### src/rtl/volt_stats_pkg.sv
// Shared definitions for the voltage statistics block: the controller state
// encoding used by volt_stats.
package volt_stats_pkg;

  localparam logic [2:0] IN_WAIT = 3'd0;
  localparam logic [2:0] IN_ACK  = 3'd1;
  localparam logic [2:0] OUT_SET = 3'd2;
  localparam logic [2:0] OUT_VAL = 3'd3;
  localparam logic [2:0] OUT_ACK = 3'd4;

  typedef enum logic [2:0] {
    S_IN_WAIT = IN_WAIT,
    S_IN_ACK  = IN_ACK,
    S_OUT_SET = OUT_SET,
    S_OUT_VAL = OUT_VAL,
    S_OUT_ACK = OUT_ACK
  } state_t;

endpackage

### src/rtl/volt_stats_acc.sv
// Group accumulator: running sum, minimum and maximum of the samples captured
// since the last group start.
module volt_stats_acc #(
  parameter int W      = 8,
  parameter int N_LOG2 = 3
) (
  input  logic                clock,
  input  logic                reset_,
  input  logic                load,
  input  logic                first,
  input  logic                clear,
  input  logic [W-1:0]        x,
  output logic [W+N_LOG2-1:0] sum,
  output logic [W-1:0]        min,
  output logic [W-1:0]        max
);

  logic [W+N_LOG2-1:0] x_ext;

  assign x_ext = {{N_LOG2{1'b0}}, x};

  // The first sample of a group overwrites all three accumulators, so a stale
  // min/max from the previous group never leaks into the next one.
  always_ff @(posedge clock or negedge reset_) begin
    if (!reset_) begin
      sum <= '0;
      min <= '0;
      max <= '0;
    end else if (load) begin
      sum <= first ? x_ext : sum + x_ext;
      min <= (first || (x < min)) ? x : min;
      max <= (first || (x > max)) ? x : max;
    end else if (clear) begin
      sum <= '0;
    end
  end

endmodule

### src/rtl/volt_stats.sv
// Voltage statistics stage: collects groups of 2**N_LOG2 samples over a
// dav_/rfd handshake and publishes min, max and truncated mean downstream.
module volt_stats
  import volt_stats_pkg::*;
#(
  parameter int W      = 8,
  parameter int N_LOG2 = 3
) (
  input  logic         clock,
  input  logic         reset_,
  input  logic         dav_in_,
  output logic         rfd_in,
  input  logic [W-1:0] x_in,
  output logic         dav_out_,
  input  logic         rfd_out,
  output logic [W-1:0] min_out,
  output logic [W-1:0] max_out,
  output logic [W-1:0] mean_out
);

  localparam logic [N_LOG2-1:0] LAST = '1;

  state_t              state, state_nxt;
  logic [N_LOG2-1:0]   count, count_nxt;
  logic                rfd_nxt, dav_nxt;
  logic                load, first, clear, publish;
  logic [W+N_LOG2-1:0] acc_sum;
  logic [W-1:0]        acc_min, acc_max;

  function automatic logic [W-1:0] trunc_mean(input logic [W+N_LOG2-1:0] s);
    return W'(s >> N_LOG2);
  endfunction

  volt_stats_acc #(.W(W), .N_LOG2(N_LOG2)) u_acc (
    .clock  (clock),
    .reset_ (reset_),
    .load   (load),
    .first  (first),
    .clear  (clear),
    .x      (x_in),
    .sum    (acc_sum),
    .min    (acc_min),
    .max    (acc_max)
  );

  always_comb begin
    state_nxt = state;
    count_nxt = count;
    rfd_nxt   = rfd_in;
    dav_nxt   = dav_out_;
    load      = 1'b0;
    first     = 1'b0;
    clear     = 1'b0;
    publish   = 1'b0;
    case (state)
      S_IN_WAIT: begin
        if (!dav_in_) begin
          load      = 1'b1;
          first     = (count == '0);
          rfd_nxt   = 1'b0;
          state_nxt = S_IN_ACK;
        end
      end
      S_IN_ACK: begin
        // rfd_in stays low after the last sample so upstream is held off
        // until the result has been taken downstream.
        if (dav_in_) begin
          if (count == LAST) begin
            state_nxt = S_OUT_SET;
          end else begin
            count_nxt = count + 1'b1;
            rfd_nxt   = 1'b1;
            state_nxt = S_IN_WAIT;
          end
        end
      end
      S_OUT_SET: begin
        publish   = 1'b1;
        clear     = 1'b1;
        count_nxt = '0;
        state_nxt = S_OUT_VAL;
      end
      S_OUT_VAL: begin
        if (rfd_out) begin
          dav_nxt   = 1'b0;
          state_nxt = S_OUT_ACK;
        end
      end
      S_OUT_ACK: begin
        if (!rfd_out) begin
          dav_nxt   = 1'b1;
          rfd_nxt   = 1'b1;
          state_nxt = S_IN_WAIT;
        end
      end
      default: state_nxt = S_IN_WAIT;
    endcase
  end

  always_ff @(posedge clock or negedge reset_) begin
    if (!reset_) begin
      state    <= S_IN_WAIT;
      count    <= '0;
      rfd_in   <= 1'b1;
      dav_out_ <= 1'b1;
      min_out  <= '0;
      max_out  <= '0;
      mean_out <= '0;
    end else begin
      state    <= state_nxt;
      count    <= count_nxt;
      rfd_in   <= rfd_nxt;
      dav_out_ <= dav_nxt;
      if (publish) begin
        min_out  <= acc_min;
        max_out  <= acc_max;
        mean_out <= trunc_mean(acc_sum);
      end
    end
  end

endmodule

### config.mk
export PLATFORM = sky130hd
export DESIGN_NAME = volt_stats
export DESIGN_NICKNAME = d
export VERILOG_FILES = /design/src/rtl/volt_stats_pkg.sv /design/src/rtl/volt_stats_acc.sv /design/src/rtl/volt_stats.sv
export SDC_FILE = /design/constraint.sdc
export NUM_CORES = 1
export LEC_CHECK = 0
export BUFFER_PORTS_ARGS = -buffer_cell sky130_fd_sc_hd__clkbuf_2
export CORE_MARGIN = 4
export CORE_UTILIZATION = 34
export DETAILED_ROUTE_END_ITERATION = 7
export MAX_ROUTING_LAYER = met4
export SLEW_MARGIN = 5
export SYNTH_ARGS = -nofsm -noshare
export SYNTH_HDL_FRONTEND = slang
export SYNTH_SLANG_ARGS = --single-unit
### constraint.sdc
create_clock -name clock -period 3.7 [get_ports clock]
set_input_delay 0.74 -clock clock [delete_from_list [all_inputs] [get_ports clock]]
set_output_delay 0.74 -clock clock [all_outputs]
set_load 0.01 [all_outputs]
# ---- Word-level counts from Yosys, hierarchy flattened
# Index checks and enable logic that the tools add are counted.
dict set report op_classes {
  add_sub_neg 2
  order_cmp 2
  eq_ne 10
  mux 24
  reduce_logical 14
}
# cell count
set ops {}
lappend ops {{$mux W11} 3}
lappend ops {{$mux W3} 6}
lappend ops {{$pmux W3 S5} 1}
lappend ops {{$add A11 B8 Y11} 1}
lappend ops {{$mux W1} 10}
lappend ops {{$ne A2 B2 Y1 const B} 5}
lappend ops {{$gt A8 B8 Y1} 1}
lappend ops {{$lt A8 B8 Y1} 1}
lappend ops {{$eq A3 B2 Y1 const B} 2}
lappend ops {{$eq A3 B3 Y1 const B} 2}
lappend ops {{$logic_not A3 Y1} 2}
lappend ops {{$pmux W3 S2} 1}
lappend ops {{$reduce_and A3 Y1} 2}
lappend ops {{$reduce_bool A2 Y1} 3}
lappend ops {{$reduce_and A5 Y1} 1}
lappend ops {{$reduce_and A2 Y1} 2}
lappend ops {{$reduce_and A4 Y1} 1}
lappend ops {{$add A3 B1 Y3 const B} 1}
lappend ops {{$eq A3 B1 Y1 const B} 1}
lappend ops {{$pmux W1 S3} 1}
lappend ops {{$reduce_bool A3 Y1} 1}
lappend ops {{$logic_or A1 B1 Y1} 2}
lappend ops {{$mux W2} 1}
lappend ops {{$pmux W1 S2} 1}
dict set report totals {
  regBits 59
  input_bits 12
  output_inout_bits 26
}

# ---- Depth between registers and ports, before layout
# Gate-level depths: netlist of run 1.
dict set report logic_depth {
  ltp_word 5
  mapped_depth 8
  ltp_nobuf 8
}

# ---- By module
# A second synthesis of run 1 with hierarchy kept.
dict set report unflattened {
  cells_unflattened 290
  area_unflattened_um2 3238.1
}
# module n_inst cells_each area_each_um2 seq_area_each_um2
set modules_own_cells {}
lappend modules_own_cells {volt_stats_acc 1 191 1866.8 675.6}
lappend modules_own_cells {volt_stats 1 99 1371.3 803.3}

# ---- Worst setup path before layout of run 1
# OpenSTA, ideal clock, no wires.
dict set report synth_path {
  path_type {input to register}
  startpoint {in x_in[0]}
  endpoint {reg u_acc.sum[10]}
  setup_ps 69
  t_arrival_ps 2339
  path_slack_ps 1292
  path_stages 8
  path_cell_list {ha_1 -> inv_1 -> fa_1 -> nand2b_1 -> a21oi_1 -> o22ai_1 -> or4_1 -> nand3_1}
}
dict set report synth_via {
  elab_chain_cells 3
}
# element line
set synth_rtl {}
lappend synth_rtl {{start: declaration} volt_stats.sv:13} ;# input logic [W-1:0] x_in,
lappend synth_rtl {{$add A11 B8 Y11} volt_stats_acc.sv:30} ;# sum <= first ? x_ext : sum + x_ext;
lappend synth_rtl {{$mux W11} volt_stats_acc.sv:30}
lappend synth_rtl {{$mux W11} volt_stats_acc.sv:29} ;# end else if (load) begin
lappend synth_rtl {{end signal: assignment} volt_stats_acc.sv:30}
lappend synth_rtl {{end: declaration} volt_stats_acc.sv:13} ;# output logic [W+N_LOG2-1:0] sum,
# Every way passes these cells.
# A chain may end at the register's enable or synchronous reset.

# ---- Worst setup path in the final report of run 1
# Same ends and word-level chain as after synthesis.

==> results.md, run 1 <==
- Resized cells post-CTS: 0
- ANT cells: 0
- Fin Hold WS: ~0.28 ns
- Max-slew headroom: 0.483
- CTS tree: yes
- Worst-Skew Late Latency: 0.34 ns
- Setup tns final: 0 ns
- Most frequent cell after synthesis: dfrtp_1
- Avg WL per Cell: about 16 um
- Number of synthesized flops with an enable pin: 0
- H-tree level count: 3
- Worst setup SP type: input pin
- CP max FO: 6
- Non-Filler Instances: approximately 500
- Routed via count: between 2000 and 3000
- Starting Density: 0.356
- RSZ-0062 raised after global routing: no
- Routed WL: about 7.8 mm
- Initial antenna violation count: 0
- Core Region: around 9400 sq um
- Critical path class: in -> reg
- Crit path largest cell delay: 0.52 ns
- Skew final: between 0.007 and 0.008 ns
- Power Density: 769 nW/um^2
- CTS max path bufs: 2
- Synth Register Bits: 59
- CTS Sinks: between 50 and 60
- DRT Pass-1 Iters: 4
- Via density: roughly 5.3
- Average size of a mapped cell: 10.5 sq um
- DP Cell Count: about 480
- Hold WC Path Type: in -> async
- Largest net degree at the start of global routing: 28
- Setup Fix Bufs, Post-CTS: 0
- PortBufs: 37
- Final nets: 400
- Mapped Nets: 356
- Area Overhead vs Synth: 15.1%
- Synth top area share: 0.428
- Final ANT Viol Nets: 0
- DIE HEIGHT: about 110 um
- Worst slew pin tran: 0.770 ns
- Global router's overall resource usage: 0.152
- Num ports: 38
- Drt initial violations: ~140
- P_leak: between 1.5 and 2 nW
- Status: complete, no violations
- Vias in the first global route: between 2000 and 3000
- Arrival time at the worst endpoint: 2.72 ns
- CP Cell Sequence: clkbuf_2 > ha_1 > inv_1 > fa_1 > nand2b_1 > a21oi_1 > o22ai_1 > or4_1 > nand3_1
- First-pass GRT wire length: ~13 mm
- Worst Path Buf+Inv: 2
- Max-cap violations: 0
- Fin crit share: 0.661
- VDD IR max: 366 uV
- Clock root cell: clkbuf_8
- Die area: between 10000 and 15000 sq um
- Cell Area, Synth: approximately 3300 sq um
- CP Capture Type: flip-flop
- Final-report max-slew violation count: 0
- Hold-fix buffers, CTS: 0
- Crit-path slowest cell: or4_1
- CP top delay family: simple AND/OR/NAND/NOR gates
- Seq/Total Area, Yosys: 0.444
- DRC: 0
- YS warnings: 0
- Gpl congestion: 0.847
- Cell Rows: 35
- Count of final hold-check violations: 0
- Worst-path clk slew: 0.07 ns
- Cells after synthesis: about 320
- Share of cells above drive strength 1: 0.268
- TritonCTS buffer count: 9
- Largest area contributor in the synthesized netlist: dfrtp_1
- Synth top cells by count: dfrtp_1 (57), mux2_2 (34), nand2_1 (29)
- Top cells by area, synth: dfrtp_1 (43%), mux2_2 (11%), ha_1 (9.8%), o211ai_1 (4.1%), nand2_1 (3.3%)
- Yosys cell types: 45
- Dpl hpwl: between 5 and 6 mm
- Minimum clock period: ~2.4 ns
- Final core utilization: 0.409
- Ys async rst share: 1.00
- Critical Path RT: ~4.0 ns
- Final number of setup-violating endpoints: 0
- Peak Freq: slightly above 400 MHz
- Grt total ovfl: 0
- Die W: ~110 um
- Dominant synthesized flop cell: dfrtp_1
[flip-flops by register name (all words and copies together) (netlist names)]
register,count
u_acc.min,8
mean_out,8
u_acc.sum,11
state,3
min_out,8
u_acc.max,8
count,3
max_out,8
dav_out_,1
rfd_in,1
[power breakdown]
group | leakage, nW | internal (mW) | switching [mW]
Combinational | 1.03 | 0.614 | 0.688
Sequential | 0.678 | 0.921 | 0.193
Clock | 0.0905 | 0.278 | 0.257
Total | 1.80 | 1.81 | 1.14
[worst register-to-register path, stage by stage, from the launching register on]
cell      delay [ns]
dfrtp_1         0.35
ha_1            0.19
inv_1           0.06
fa_1            0.38
nand2b_1        0.20
a21oi_1         0.21
o22ai_1         0.14
or4_1           0.52
nand3_1         0.11
[cells by family (layout without fill, tap and decap cells)]
family                     count (synthesis)  count (layout)  synth area share
xor gates and xnor gates                   4               4            0.0105
adders and majority gates                 27              27             0.104
and+or+nand+nor                          104             104             0.165
muxes                                     35              35             0.118
DFF                                       59              59             0.444
buffers and inverters                     33              82            0.0447
AOI/OAI and AO/OA                         55              55             0.114
[layout make-up]
cell class	instances	area [sq um]
fillers	952	5530
multi-input cells	225	1710
flip-flops and latches	59	1480
repair buffers	42	223
clock buffers	14	163
well taps	129	161
inverters	24	90.1
clock inverters	2	10.0
[metal layers]
layer | vias to the layer above | global-route usage | share of wire | routed length (um)
met4 | 0 | 0.0703 | 0.025 | 196
li1 | 1254 | - | - | -
met5 | - | - | 0 | 0
met1 | 1285 | 0.208 | 0.47 | 3680
met3 | 16 | 0.0241 | 0.039 | 305
met2 | 68 | 0.222 | 0.46 | 3630
[through the flow]
stage	total power [mW]	worst slack, ns	cell area [sq um]
floorplan	2.05	1.29	3330
global route	3.21	1.12	3840
detailed placement	2.44	0.918	3660
finish	2.95	1.25	3840
CTS	2.98	1.27	3840
global placement	2.40	1.00	3660
[placed cells by master, fill, tap and decap left out, drive strengths merged]
master and instances:
nor3 6, o211ai 18, nand3 13, a2111o 1
and3 2, or3 4, xnor2 1, nor2 15
dfstp 2, mux2i 1, o22ai 1, ha 26
xor2 3, a211oi 3, nand4 11, o31ai 1
and2 2, a31oi 4, a41oi 1, mux2 34
nand2 31, fa 1, clkinv 2, clkbuf 51
or4 9, a32oi 1, o21a 1, o2111ai 1
o21ai 11, nor2b 6, a21oi 10, buf 5
inv 24, nor4 1, dfrtp 57, nand2b 4
a21o 1, a22oi 1
[path summary, 6_finish.rpt]
path,from,to,slack [ns],depth (start not counted)
max,x_in[0],u_acc.sum[10],1.25,9
min,reset_,mean_out[3],0.28,1
max reg2reg,u_acc.sum[0],u_acc.sum[10],1.46,8
min reg2reg,dav_out_,dav_out_,0.49,2
max in group asynchronous,reset_,rfd_in,2.71,2
min in group clock,dav_out_,dav_out_,0.49,2
Power figures use the tool's default switching activity.
==> run 2, diff against run 1 <==
--- a/config.mk
+++ b/config.mk
@@ -5,6 +5,7 @@
 export SDC_FILE = /design/constraint.sdc
 export NUM_CORES = 1
 export LEC_CHECK = 0
+export ABC_AREA = 1
 export BUFFER_PORTS_ARGS = -buffer_cell sky130_fd_sc_hd__clkbuf_2
 export CORE_MARGIN = 4
 export CORE_UTILIZATION = 34
==> constraint.sdc (replaced) <==
create_clock -name clock -period 2.2 [get_ports clock]
set_input_delay 0.44 -clock clock [delete_from_list [all_inputs] [get_ports clock]]
set_output_delay 0.44 -clock clock [all_outputs]
set_load 0.01 [all_outputs]
==> results.md, run 2 <==
- Status: complete, no violations
- Final number of setup-violating endpoints: 0
- Synth top area share: 0.422
- Initial antenna violation count: 0
- Most common cell after layout, fill and taps aside: nand2_1
- Sequential power share: 0.348
- Critical Path RT: 2.41 ns
- PortBufs: 37
- Ys async rst share: 1.00
- TritonCTS buffer count: 9
- Sw frac: 0.414
- H-tree level count: 3
- Cell Area, Synth: 3380 sq um
- Final-report max-slew violation count: 0
- FF/Latch Area: about 1500 sq um
- Clock root cell: clkbuf_8
- Max FFs per register: 11
- Worst setup SP type: flip-flop
- Dpl hpwl: about 5.7 mm
- Cell Rows: 36
- YS warnings: 0
- CP Cell Sequence: ha_1 > inv_1 > fa_1 > inv_1 > nand3_1 > nand3_1 > nand2_1 > nand2_1 > nand2_1 > nand3_1 > o21ai_0
- VDD IR max: between 500 and 600 uV
- Internal power: 3.05 mW
- Yosys cell types: 33
- P_leak: 2.18 nW
- Count of final hold-check violations: 0
- Global router's overall resource usage: 0.153
- Routed via count: 2797
- Hold WC Path Type: in -> async
- Starting Density: 0.347
- Clock power share: 0.201
- CTS tree: yes
- DRC: 0
- Largest family of logic cells by synthesized area: simple AND/OR/NAND/NOR gates
- Synth top cells by count: nand2_1 (143), dfrtp_1 (57), inv_1 (55)
- Die W: around 110 um
- Worst-Skew Late Latency: ~0.34 ns
- Post-DP Area: ~3800 sq um
- Comb pwr share: 0.451
- Num ports: 38
- Area Overhead vs Synth: 17.6%
- Mapped Nets: 465
- Worst slew pin tran: approximately 0.42 ns
- Setup tns final: 0 ns
- XOR/XNOR Fraction of Synth Area: 0.00519
- Peak Freq: approximately 560 MHz
- Cells after synthesis: around 430
- Mux contribution to synthesized area: 0.0167
- CTS Sinks: 59
- Most frequent cells in the layout: nand2_1 (143), dfrtp_1 (57), inv_1 (55), nand3_1 (38), clkbuf_2 (37)
- Fin crit share: 0.818
- Max-cap violations: 0
- CP Capture Type: flip-flop
- Dominant synthesized flop cell: dfrtp_1
- CP max FO: 3
- First-pass GRT wire length: around 13 mm
- DRT Pass-1 Iters: 4
- Gpl congestion: approximately 0.93
- Launch point of the worst path: u_acc.sum[0]
- Grt total ovfl: 0
- Top cells by area, synth: dfrtp_1 (42%), nand2_1 (16%), ha_1 (9.6%), inv_1 (6.1%), nand3_1 (5.6%)
- Fin Hold WS: between 0.1 and 0.15 ns
- Post-route cell area: around 4000 sq um
- R2r startpoint: u_acc.sum[0]
- Die area: about 12000 sq um
- Largest net degree at the start of global routing: 60
- Seq/Total Area, Yosys: 0.438
- Arrival time at the worst endpoint: about 2 ns
- Power Density: between 1000 and 1500 nW/um^2
- Final core utilization: 0.408
- Adder-cell share of the synthesized area: 0.102
- Critical path class: reg -> reg
- Filler cells: between 1000 and 1500
- Max-slew headroom: 0.719
- Crit-path slowest cell: fa_1
- Via density: between 4 and 5
- Synth Register Bits: 59
- Area of the multi-input gates: 1660 sq um
- Most frequent cell after synthesis: nand2_1
- Final nets: between 500 and 600
- Total Power: between 5 and 6 mW
- Skew final: roughly 0.0064 ns
- Number of synthesized flops with an enable pin: 0
- Routed WL: 7.70 mm
- Worst-path clk slew: 0.07 ns
- ANT cells: 0
- CP top delay family: adder cells
- Minimum clock period: about 1.8 ns
- Resized cells post-CTS: 0
- Hold-fix buffers, CTS: 0
- Vias in the first global route: approximately 2800
- Core Region: 9730 sq um
- Crit path largest cell delay: 0.39 ns
- Worst Path Buf+Inv: 2
- Post-Synth Simple-Gate Area: 0.289
- RSZ-0062 raised after global routing: no
- Final ANT Viol Nets: 0
- Largest area contributor in the synthesized netlist: dfrtp_1
- CTS max path bufs: 2
- Net switching power figure: 2.16 mW
- Setup Fix Bufs, Post-CTS: 0
- Average size of a mapped cell: between 7 and 8 sq um
- Drt initial violations: roughly 120
- Compound-Gate Fraction of Synth Area: 0.0781
- Most flop-heavy register: u_acc.sum
- DIE HEIGHT: approximately 110 um
- Avg WL per Cell: approximately 13 um
- Share of cells above drive strength 1: 0.159
## run 2: cell count changes after synthesis, sizes merged, moves of 15 or more
cell    delta
mux2      -29
o21ai     +20
inv       +33
nand3     +26
o211ai    -15
nand2    +118
## run 2: worst paths after layout
kind,end,slack (ns),cells past startpoint
max,u_acc.sum[8],0.40,11
min,max_out[1],0.11,2
max reg2reg,u_acc.sum[8],0.40,11
min reg2reg,rfd_in,0.48,2
max in group asynchronous,dav_out_,1.79,2
min in group clock,u_acc.max[0],0.35,3
## run 2: final cells by class
cell class                 instances  share of cell area
multi-input combinational        304               0.418
sequential                        59               0.372
timing repair buffer              41              0.0605
inverter                          57              0.0539
clock buffer                      13              0.0425
tap                              133              0.0419
clock inverter                     3              0.0113
## run 2: cells by family (layout without fill, tap and decap cells)
family / Yosys count / in the layout
buf+inv: 63 / 114
simple gates: 224 / 224
fa+ha+maj: 27 / 27
flops: 59 / 59
compound gates: 46 / 46
xor+xnor: 2 / 2
mux: 5 / 5
## run 2: power by group through the flow
stage	combinational (mW)	clock (mW)	sequential, mW
after floorplan	1.68	0	1.85
after global placement	2.32	0	1.82
after global routing	2.75	1.14	1.87
final	2.35	1.05	1.81
after detailed placement	2.37	0	1.83
after CTS	2.38	1.09	1.82
## run 2: through the flow
stage / setup WS (ns) / std cells
2_1_floorplan: 0.506 / 426
3_3_place_gp: 0.250 / 594
3_5_place_dp: 0.201 / 594
4_1_cts: 0.384 / 610
5_1_grt: 0.195 / 610
6_report: 0.400 / 610
## run 2: routing by layer
metal / share of wire / global-route usage
met4: 0.020 / 0.0496
met1: 0.48 / 0.190
met2: 0.45 / 0.235
met3: 0.054 / 0.0504
met5: 0 / -
==> run 3, diff against run 2 <==
==> constraint.sdc (replaced) <==
create_clock -name clock -period 1.7 [get_ports clock]
set_input_delay 0.34 -clock clock [delete_from_list [all_inputs] [get_ports clock]]
set_output_delay 0.34 -clock clock [all_outputs]
set_load 0.01 [all_outputs]
==> results.md, run 3 (same netlist as run 2, synthesis figures left out) <==
- Status: complete, no violations
- Final nets: between 500 and 600
- Final ANT Viol Nets: 0
- Num ports: 38
- Sw frac: 0.410
- Avg WL per Cell: between 10 and 15 um
- Final core utilization: 0.436
- Worst slew pin tran: approximately 0.42 ns
- Post-route cell area: 4240 sq um
- Die W: 108 um
- Most flop-heavy register: u_acc.sum
- Starting Density: 0.347
- Gpl congestion: 0.864
- CP Capture Type: flip-flop
- DRT Pass-1 Iters: 4
- Worst-path clk slew: roughly 0.07 ns
- Worst-Skew Late Latency: ~0.34 ns
- PortBufs: 37
- CP max FO: 2
- R2r setup slk: ~0.1 ns
- Global router's overall resource usage: 0.153
- Final number of setup-violating endpoints: 0
- Initial antenna violation count: 0
- CTS max path bufs: 2
- CTS tree: yes
- Via density: 4.66
- Max FFs per register: 11
- Routed WL: between 8 and 9 mm
- Non-Filler Instances: 634
- DRC: 0
- Internal power: about 4.3 mW
- Critical Path RT: roughly 1.9 ns
- Post-DP Area: 3900 sq um
- VDD IR max: 764 uV
- Setup tns final: 0 ns
- Max-cap violations: 0
- Comb pwr share: 0.471
- Core Region: ~10000 sq um
- Arrival time at the worst endpoint: between 1.5 and 2 ns
- Skew final: around 0.0079 ns
- Max-slew headroom: 0.723
- First-pass GRT wire length: around 14 mm
- Sequential power share: 0.327
- Area Overhead vs Synth: 25.5%
- Cell Rows: 36
- DP Cell Count: around 600
- Net switching power figure: 2.97 mW
- Clock root cell: clkbuf_8
- Die area: roughly 12000 sq um
- Grt total ovfl: 0
- Fin crit share: 0.941
- H-tree level count: 3
- Minimum clock period: roughly 1.6 ns
- Hold WC Path Type: in -> reg
- DIE HEIGHT: between 100 and 150 um
- Critical path class: reg -> reg
- Dpl hpwl: 6.30 mm
- TritonCTS buffer count: 9
- ANT cells: 0
- Share of cells above drive strength 1: 0.236
- Vias in the first global route: slightly below 3000
- Largest net degree at the start of global routing: 31
- Clock power share: 0.202
- Count of final hold-check violations: 0
- Most common cell after layout, fill and taps aside: nand2_1
- Final-report max-slew violation count: 0
- Worst setup SP type: flip-flop
- Peak Freq: between 600 and 700 MHz
- P_leak: ~2.3 nW
- Most frequent cells in the layout: nand2_1 (139), dfrtp_1 (57), inv_1 (52), clkbuf_2 (37), nand3_1 (36)
- Drt initial violations: between 100 and 150
- CTS Sinks: 59
- Power Density: approximately 1700 nW/um^2
- Routed via count: 2957
==> run 3: changes by cell type in the layout (fill, tap and decap cells not counted), moves of 3 or more <==
cell / previous run / this run
inv_2: 2 / 5
nand2_1: 143 / 139
inv_1: 55 / 52
buf_4: 2 / 25
ha_1: 26 / 23
nand2_2: 2 / 7
nor2_1: 25 / 22
==> run 3: layer usage <==
| layer | global-route usage | vias to the layer above | wire length [um] |
|---|---|---|---|
| li1 | - | 1513 | - |
| met1 | 0.202 | 1384 | 4150 |
| met2 | 0.241 | 49 | 3800 |
| met3 | 0.0288 | 11 | 246 |
| met5 | - | - | 0 |
| met4 | 0.0433 | 0 | 99 |
==> run 3: worst paths after layout <==
kind	cells after the start	endpoint	startpoint
worst max-delay path	10	u_acc.sum[6]	u_acc.sum[0]
worst min-delay path	2	state[1]	rfd_out
worst max register to register	10	u_acc.sum[6]	u_acc.sum[0]
worst min register to register	2	rfd_in	rfd_in
max in group asynchronous	3	rfd_in	reset_
min in group asynchronous	2	u_acc.max[1]	reset_
==> run 3: timing repair <==
item	in CTS	in global routing
resized for setup	0	23
setup buffers	0	1
setup endpoints to repair	0	22
hold buffers	1	0
hold endpoints to repair	9	0
==> run 3: cell type report <==
| cell class | instances | area (sq um) |
|---|---|---|
| fillers | 1012 | 5490 |
| multi-input cells | 306 | 1750 |
| flip-flops and latches | 59 | 1480 |
| repair buffers | 64 | 403 |
| inverters | 57 | 214 |
| well taps | 133 | 166 |
| clock buffers | 11 | 151 |
| clock inverters | 4 | 73.8 |
==> run 3: power by group through the flow <==
stage / clock [mW] / sequential (mW) / combinational, mW
after floorplan: 0 / 2.40 / 2.17
after global placement: 0 / 2.37 / 3.17
after detailed placement: 0 / 2.39 / 3.24
after CTS: 1.50 / 2.36 / 3.26
after global routing: 1.55 / 2.44 / 3.92
final: 1.46 / 2.37 / 3.41
==> run 3: through the flow <==
stage / power [mW] / worst slack (ns) / hold slack (ns)
after floorplan: 4.57 / 0.106 / 0.0444
after global placement: 5.55 / -0.0555 / 0.294
after detailed placement: 5.63 / -0.0809 / 0.296
after CTS: 7.12 / 0.00561 / 0.244
after global routing: 7.92 / -0.00348 / 0.269
final: 7.24 / 0.0995 / 0.254
==> run 3: critical path, stage by stage (launching register included) <==
cell and delay, ns:
dfrtp_1 0.36, ha_2 0.19, inv_2 0.04, fa_2 0.36, inv_2 0.08, buf_4 0.11
nand2_1 0.06, nand4_1 0.07, nand3_1 0.08, nand2_1 0.07, o21ai_0 0.07
